## src/rtl/mem_access_stage_pkg.sv

```systemverilog
// Shared definitions for the memory-access stage: widths, load/store size
// encodings, FSM states and the alignment/legality rule.
package mem_access_stage_pkg;

    localparam int DATA_W     = 32;
    localparam int ADDR_W     = 32;
    localparam int REG_ADDR_W = 5;
    localparam int STRB_W     = DATA_W / 8;

    // funct3 encodings for loads and stores
    localparam logic [2:0] LS_B  = 3'b000;
    localparam logic [2:0] LS_H  = 3'b001;
    localparam logic [2:0] LS_W  = 3'b010;
    localparam logic [2:0] LS_BU = 3'b100;
    localparam logic [2:0] LS_HU = 3'b101;

    typedef enum logic [1:0] {
        IDLE = 2'd0,
        BUSY = 2'd1,
        RESP = 2'd2
    } state_e;

    // A memory op may issue only with a legal size code and a naturally
    // aligned address for that size.
    function automatic logic access_ok(input logic [2:0] funct3,
                                       input logic [1:0] addr_lo);
        case (funct3)
            LS_B, LS_BU: access_ok = 1'b1;
            LS_H, LS_HU: access_ok = ~addr_lo[0];
            LS_W:        access_ok = (addr_lo == 2'b00);
            default:     access_ok = 1'b0;
        endcase
    endfunction

endpackage

```

## src/rtl/mem_access_stage_lane.sv

```systemverilog
// Combinational byte-lane steering: store data replication and write strobes,
// load byte/half extraction with sign or zero extension.
module mem_lane_align
    import mem_access_stage_pkg::*;
(
    input  logic [2:0]        funct3_i,
    input  logic [1:0]        addr_lo_i,
    input  logic              is_store_i,
    input  logic [DATA_W-1:0] store_data_i,
    input  logic [DATA_W-1:0] load_rdata_i,
    output logic [DATA_W-1:0] store_wdata_o,
    output logic [STRB_W-1:0] store_wstrb_o,
    output logic [DATA_W-1:0] load_result_o
);

    logic [7:0]  lane_byte;
    logic [15:0] lane_half;

    assign lane_byte = load_rdata_i[{addr_lo_i, 3'b000} +: 8];
    assign lane_half = addr_lo_i[1] ? load_rdata_i[31:16] : load_rdata_i[15:0];

    // Store path: replicate the narrow value across the word, strobe the lanes it targets
    always_comb begin
        // NOTE: every output gets a default first so no path can infer a latch.
        store_wdata_o = '0;
        store_wstrb_o = '0;
        if (is_store_i) begin
            case (funct3_i[1:0])
                2'b00: begin
                    store_wdata_o = {4{store_data_i[7:0]}};
                    store_wstrb_o = 4'b0001 << addr_lo_i;
                end
                2'b01: begin
                    store_wdata_o = {2{store_data_i[15:0]}};
                    store_wstrb_o = 4'b0011 << addr_lo_i;
                end
                default: begin
                    store_wdata_o = store_data_i;
                    store_wstrb_o = 4'b1111;
                end
            endcase
        end
    end

    // Load path: pick the addressed byte/half and extend it to a full word
    always_comb begin
        load_result_o = load_rdata_i;
        case (funct3_i)
            LS_B:    load_result_o = {{24{lane_byte[7]}}, lane_byte};
            LS_BU:   load_result_o = {24'b0, lane_byte};
            LS_H:    load_result_o = {{16{lane_half[15]}}, lane_half};
            LS_HU:   load_result_o = {16'b0, lane_half};
            default: load_result_o = load_rdata_i;
        endcase
    end

endmodule

```

## src/rtl/mem_access_stage.sv

```systemverilog
// Memory-access pipeline stage: passes ALU results to write-back and runs
// loads/stores against data memory over a req/ack handshake, stalling the
// front of the pipeline while a transaction is outstanding.
module mem_access_stage
    import mem_access_stage_pkg::*;
#(
    parameter int DATA_WIDTH     = DATA_W,
    parameter int ADDR_WIDTH     = ADDR_W,
    parameter int REG_ADDR_WIDTH = REG_ADDR_W
) (
    input  logic                      clk,
    input  logic                      reset,
    input  logic                      ex_valid,
    input  logic [DATA_WIDTH-1:0]     ex_result,
    input  logic [DATA_WIDTH-1:0]     ex_store_data,
    input  logic [REG_ADDR_WIDTH-1:0] ex_rd,
    input  logic                      ex_reg_write,
    input  logic                      ex_mem_read,
    input  logic                      ex_mem_write,
    input  logic [2:0]                ex_funct3,
    output logic                      dmem_req,
    output logic                      dmem_we,
    output logic [ADDR_WIDTH-1:0]     dmem_addr,
    output logic [DATA_WIDTH-1:0]     dmem_wdata,
    output logic [3:0]                dmem_wstrb,
    input  logic                      dmem_ack,
    input  logic [DATA_WIDTH-1:0]     dmem_rdata,
    output logic                      wb_valid,
    output logic [REG_ADDR_WIDTH-1:0] wb_rd,
    output logic [DATA_WIDTH-1:0]     wb_result,
    output logic                      mem_stall,
    output logic                      mem_misaligned
);

    state_e                    state_q;
    logic                      dmem_req_q;
    logic                      dmem_we_q;
    logic [ADDR_WIDTH-1:0]     dmem_addr_q;
    logic [DATA_WIDTH-1:0]     dmem_wdata_q;
    logic [3:0]                dmem_wstrb_q;
    logic                      wb_valid_q;
    logic [REG_ADDR_WIDTH-1:0] wb_rd_q;
    logic [DATA_WIDTH-1:0]     wb_result_q;
    logic                      mem_misaligned_q;

    // Context of the in-flight memory op, needed when the ack returns
    logic [2:0]                hold_funct3_q;
    logic [1:0]                hold_addr_lo_q;
    logic [REG_ADDR_WIDTH-1:0] hold_rd_q;
    logic                      hold_wb_en_q;
    logic                      hold_load_q;

    logic                      is_memop;
    logic                      op_ok;
    logic                      issue;
    logic                      wb_en_ex;
    logic [2:0]                lane_funct3;
    logic [1:0]                lane_addr_lo;
    logic [DATA_WIDTH-1:0]     lane_wdata;
    logic [3:0]                lane_wstrb;
    logic [DATA_WIDTH-1:0]     lane_load;

    assign is_memop = ex_mem_read | ex_mem_write;
    assign op_ok    = access_ok(ex_funct3, ex_result[1:0]);
    assign issue    = (state_q == IDLE) && ex_valid && is_memop && op_ok;
    assign wb_en_ex = ex_reg_write && (ex_rd != '0);

    // Stores are steered from the live op at issue; loads are extracted
    // from the held op context when the ack arrives.
    assign lane_funct3  = (state_q == IDLE) ? ex_funct3      : hold_funct3_q;
    assign lane_addr_lo = (state_q == IDLE) ? ex_result[1:0] : hold_addr_lo_q;

    mem_lane_align u_lane (
        .funct3_i      (lane_funct3),
        .addr_lo_i     (lane_addr_lo),
        .is_store_i    (ex_mem_write),
        .store_data_i  (ex_store_data),
        .load_rdata_i  (dmem_rdata),
        .store_wdata_o (lane_wdata),
        .store_wstrb_o (lane_wstrb),
        .load_result_o (lane_load)
    );

    // Stall is gated by reset so the pipeline front is released the moment
    // reset asserts, even though upstream still holds the op.
    assign mem_stall = reset && (issue || (state_q == BUSY));

    // Stage FSM with registered memory request and write-back outputs
    always_ff @(posedge clk or negedge reset) begin
        if (!reset) begin
            state_q          <= IDLE;
            dmem_req_q       <= 1'b0;
            dmem_we_q        <= 1'b0;
            dmem_addr_q      <= '0;
            dmem_wdata_q     <= '0;
            dmem_wstrb_q     <= '0;
            wb_valid_q       <= 1'b0;
            wb_rd_q          <= '0;
            wb_result_q      <= '0;
            mem_misaligned_q <= 1'b0;
            hold_funct3_q    <= '0;
            hold_addr_lo_q   <= '0;
            hold_rd_q        <= '0;
            hold_wb_en_q     <= 1'b0;
            hold_load_q      <= 1'b0;
        end else begin
            // NOTE: sequential state uses non-blocking assignments only, so
            // every register here samples pre-edge values regardless of order.
            mem_misaligned_q <= 1'b0;
            case (state_q)
                IDLE: begin
                    if (!ex_valid) begin
                        wb_valid_q <= 1'b0;
                    end else if (!is_memop) begin
                        wb_valid_q  <= wb_en_ex;
                        wb_rd_q     <= ex_rd;
                        wb_result_q <= ex_result;
                    end else if (!op_ok) begin
                        mem_misaligned_q <= 1'b1;
                        wb_valid_q       <= 1'b0;
                    end else begin
                        dmem_req_q     <= 1'b1;
                        dmem_we_q      <= ex_mem_write;
                        dmem_addr_q    <= {ex_result[ADDR_WIDTH-1:2], 2'b00};
                        dmem_wdata_q   <= lane_wdata;
                        dmem_wstrb_q   <= lane_wstrb;
                        hold_funct3_q  <= ex_funct3;
                        hold_addr_lo_q <= ex_result[1:0];
                        hold_rd_q      <= ex_rd;
                        hold_wb_en_q   <= wb_en_ex;
                        hold_load_q    <= ex_mem_read;
                        wb_valid_q     <= 1'b0;
                        state_q        <= BUSY;
                    end
                end
                BUSY: begin
                    if (dmem_ack) begin
                        dmem_req_q <= 1'b0;
                        if (hold_load_q) begin
                            wb_valid_q  <= hold_wb_en_q;
                            wb_rd_q     <= hold_rd_q;
                            wb_result_q <= lane_load;
                        end else begin
                            wb_valid_q <= 1'b0;
                        end
                        state_q <= RESP;
                    end
                end
                RESP: begin
                    // The held op retires here; upstream advances past it now.
                    wb_valid_q <= 1'b0;
                    state_q    <= IDLE;
                end
                default: begin
                    state_q <= IDLE;
                end
            endcase
        end
    end

    assign dmem_req       = dmem_req_q;
    assign dmem_we        = dmem_we_q;
    assign dmem_addr      = dmem_addr_q;
    assign dmem_wdata     = dmem_wdata_q;
    assign dmem_wstrb     = dmem_wstrb_q;
    assign wb_valid       = wb_valid_q;
    assign wb_rd          = wb_rd_q;
    assign wb_result      = wb_result_q;
    assign mem_misaligned = mem_misaligned_q;

endmodule

```

## config.mk

```make
export PLATFORM = sky130hd
export DESIGN_NAME = mem_access_stage
export DESIGN_NICKNAME = d
export VERILOG_FILES = /design/src/rtl/mem_access_stage_pkg.sv /design/src/rtl/mem_access_stage_lane.sv /design/src/rtl/mem_access_stage.sv
export SDC_FILE = /design/constraint.sdc
export NUM_CORES = 1
export LEC_CHECK = 0
export CAP_MARGIN = 10
export CORE_MARGIN = 4
export CORE_UTILIZATION = 47
export CTS_BUF_LIST = sky130_fd_sc_hd__clkbuf_2
export DETAILED_ROUTE_END_ITERATION = 16
export PLACE_DENSITY = 0.83
export SLEW_MARGIN = 20
export SYNTH_ARGS = -nofsm -noshare
export SYNTH_HDL_FRONTEND = slang
export SYNTH_SLANG_ARGS = --single-unit
```

## constraint.sdc

```tcl
create_clock -name clk -period 2.97 [get_ports clk]
set_clock_uncertainty 0.15 [all_clocks]
set_input_delay 0.4455 -clock clk [delete_from_list [all_inputs] [get_ports clk]]
set_output_delay 0.4455 -clock clk [all_outputs]
set_load 0.005 [all_outputs]
```

==> summary.md <==
| Metric | Value |
|---|---|
| Outcome | complete, no violations |
| GRT Util Overall | between 20% and 30% |
| Startpoint type of the worst setup path | flip-flop |
| Area after DPL | ~8600 um2 |
| RSZ-0062 raised after global routing | no |
| Share of cells above drive strength 1 | about a tenth |
| Max_slew headroom | 32.1% |
| CTS H-Tree Depth | 4 |
| Final number of hold-violating endpoints | 0 |
| Hold_ws | about 130 ps |
| Vias in the first global route | about 6300 |
| Die height | 122 um |
| Global-route wire length before repair | about 32000 um |
| Synthesized area | 6160 um2 |
| Max VDD drop | 0.000430 V |
| R2r setup slk | 220 ps |
| Routed WL per cell | roughly 19 um |
| Ports | 221 |
| Clock power frac | about 11% |
| Fraction of registers with async set/reset | 100% |
| DR pass1 iterations | 7 |
| Most frequent cells in the layout | nand2_1, clkdlybuf4s50_1, dfrtp_1, o21ai_0, buf_4 |
| DRC viols | 0 |
| Setup ws final | approximately 220 ps |
| Ys flop type | dfrtp_1 |
| Final core utilization | ~70% |
| Inst Count DP | approximately 1100 |
| Crit-path most repeated cell | buf_4 |
| CTS Buf Count | 17 |
| CP Max Fanout | 16 |
| Max Root-Sink Buffers | 2 |
| Critical path endpoint category | flip-flop |
| Type of the setup path with the least slack | flip-flop to flip-flop |
| Slew Limit Fails | 0 |
| Commonest non-fill, non-tap cell in the layout | nand2_1 |
| Critical path's slowest cell | a21oi_2 |
| TritonCTS clock tree | done |
| Grt ovf | 0 |
| Vias per inst | around 5.7 |
| Combinational share of power | between 50% and 60% |
| Post-DRT Antenna Nets | 0 |
| Syn-to-layout area delta | 44.0% |
| Internal power | around 5.4 mW |
| Synthesized flop and latch total | around 120 |
| Final Instance Count excl. Fillers | approximately 1100 |
| Timing-limited maximum frequency | around 360 MHz |
| Detailed Route WL | between 20000 and 25000 um |
| Crit share post-route | between 90% and 100% |
| HP Class | input port to flip-flop |
| Cell area after layout | between 8000 and 9000 um2 |
| Largest net degree at the start of global routing | between 100 and 150 |
| Layout net count | between 1000 and 1500 |
| Static Leak | 3.97 nW |
| Mean Syn Cell Area | roughly 9.0 um2 |
| Port Buffers | approximately 220 |
| Max cap viols | 0 |
| Skew-Pair Late Insertion Delay | 690 ps |
| Antenna violations before repair | 1 |
| Num Clock Sinks | 121 |
| Vias | slightly above 6000 |
| Die Width | around 120 um |
| Seq pwr share | 32.4% |
| EDFF count, synth | 0 |
| Die area | 15000 um2 |
| Root Buffer Master | clkbuf_2 |
| Data required, critical path | 3350 ps |
| Worst slew pin tran | about 1000 ps |
| Post-layout min period | about 2800 ps |
| CP max stage delay | a little under 800 ps |
| Row cnt | between 40 and 50 |
| Gp weighted congestion | around 0.88 |
| Core Region | roughly 13000 um2 |
| Ys Warns | 0 |
| CP arrival | between 3000 and 4000 ps |
| Clk pin slew, worst setup/hold paths | between 150 and 200 ps |
| Starting DRT DRC Count | 554 |
| Sequential element share of the synthesized area | around 50% |
| Switch share | between 30% and 40% |
| Post-synthesis cell count | ~700 |
| Pwr/cell area | 1010 nW/um2 |
| Net Sw Power | between 3 and 4 mW |
| CP Cell Sequence | inv_2, ha_4, buf_4, buf_4, a211oi_1, a21o_1, a221oi_4, a21oi_2, a22oi_1 |
| Starting Density | between 40% and 50% |
| Netlist cell types | 52 |
| Final HPWL DP | 15300 um |
| Finish-stage setup viols | 0 |
| Pre-CTS setup slack | -4.72 ps |
==> power by group through the flow <==
stage | Clock, mW | Sequential (mW) | Combinational [mW]
global placement | 0 | 2.88 | 4.82
global route | 1.07 | 2.99 | 5.49
CTS | 1.01 | 2.89 | 5.06
detailed placement | 0 | 2.93 | 4.98
floorplan | 0 | 2.92 | 2.55
finish | 0.972 | 2.89 | 5.06
==> Yosys cell counts, types with 2 or more instances <==
cell type / count / share of area (%)
a221o_1: 4 / 0.65
mux2i_1: 17 / 2.8
mux4_2: 4 / 1.5
o21ai_0: 41 / 3.3
and3_1: 4 / 0.41
buf_4: 4 / 0.49
inv_1: 4 / 0.24
a21oi_2: 2 / 0.28
a22o_1: 9 / 1.3
nor2b_1: 3 / 0.30
mux2i_4: 2 / 0.73
or3_1: 4 / 0.41
nand3_1: 11 / 0.89
nor2_1: 24 / 1.5
clkbuf_1: 28 / 1.7
nor3_1: 5 / 0.41
o2111ai_1: 2 / 0.28
mux2i_2: 2 / 0.45
a22oi_1: 22 / 2.7
nand2_1: 221 / 13
a22oi_2: 11 / 2.2
nand3b_1: 2 / 0.24
buf_6: 3 / 0.55
buf_2: 15 / 1.2
nor4_1: 2 / 0.20
a31oi_1: 2 / 0.20
o22ai_1: 4 / 0.41
o21ai_1: 24 / 1.9
o31ai_1: 20 / 2.4
mux2_1: 4 / 0.73
mux2_2: 2 / 0.37
ha_1: 3 / 0.61
nand2b_1: 4 / 0.41
dfrtp_1: 121 / 49
a21oi_1: 35 / 2.8
==> state kept, by name, summed over array words and instances, names as in the netlist <==
register        flops
hold_addr_lo_q      2
wb_rd               5
hold_load_q         1
hold_funct3_q       3
dmem_req            1
state_q             2
mem_misaligned      1
dmem_we             1
dmem_addr          30
dmem_wdata         32
hold_wb_en_q        1
dmem_wstrb          4
wb_valid            1
hold_rd_q           5
wb_result          32
==> worst max-delay path, delay by kind of cell (launching register included) <==
kind / cells / cell delay (ps)
compound gates: 5 / 1460
fa+ha+maj: 1 / 160
buf+inv: 3 / 420
flops: 1 / 400
==> worst paths after layout <==
check,from,endpoint,cells past startpoint
hold / removal,ex_result[6],dmem_addr[6],3
min in group asynchronous,reset,dmem_wstrb[0],3
hold reg to reg,dmem_wdata[7],dmem_wdata[7],2
max in group asynchronous,reset,wb_result[11],3
setup reg to reg,state_q[1],wb_result[16],9
setup / recovery,state_q[1],wb_result[16],9
==> final cells by class <==
class                      count  area, um2
inverter                       4       15.0
multi-input combinational    508       2920
antenna                        1       2.50
sequential                   121       3030
fill                        1027       3850
clock buffer                  19       95.1
timing repair buffer         256       2490
clock inverter                11        108
tap                          172        215
==> kinds of logic after synthesis <==
| group | synth area share (%) |
|---|---|
| other | 0.0609 |
| adders and majority gates | 0.609 |
| and+or+nand+nor | 18.8 |
| buffers and inverters | 4.20 |
| AOI/OAI and AO/OA | 20.7 |
| DFF | 49.1 |
| muxes | 6.50 |
==> per-layer routing <==
layer / part of all wire (%) / up-vias / global-route usage (%)
li1: - / 2830 / -
met2: 48 / 328 / 44.0
met5: 0 / - / 0
met4: 4.2 / 0 / 14.3
met1: 39 / 2974 / 35.3
met3: 8.4 / 56 / 7.14
==> metrics by stage <==
step                power (mW)  setup TNS [ps]
floorplan                 5.47               0
global placement          7.71           -8.18
detailed placement        7.91           -4.72
CTS                       8.96               0
global route              9.56               0
finish                    8.92               0
==> what timing repair did <==
action	CTS	global route
gates resized for setup	5	0
hold endpoints to repair	121	0
buffers inserted	4	0
hold buffers	1	0
setup endpoints to repair	1	0
No activity file was read; power rests on OpenSTA's default activity.
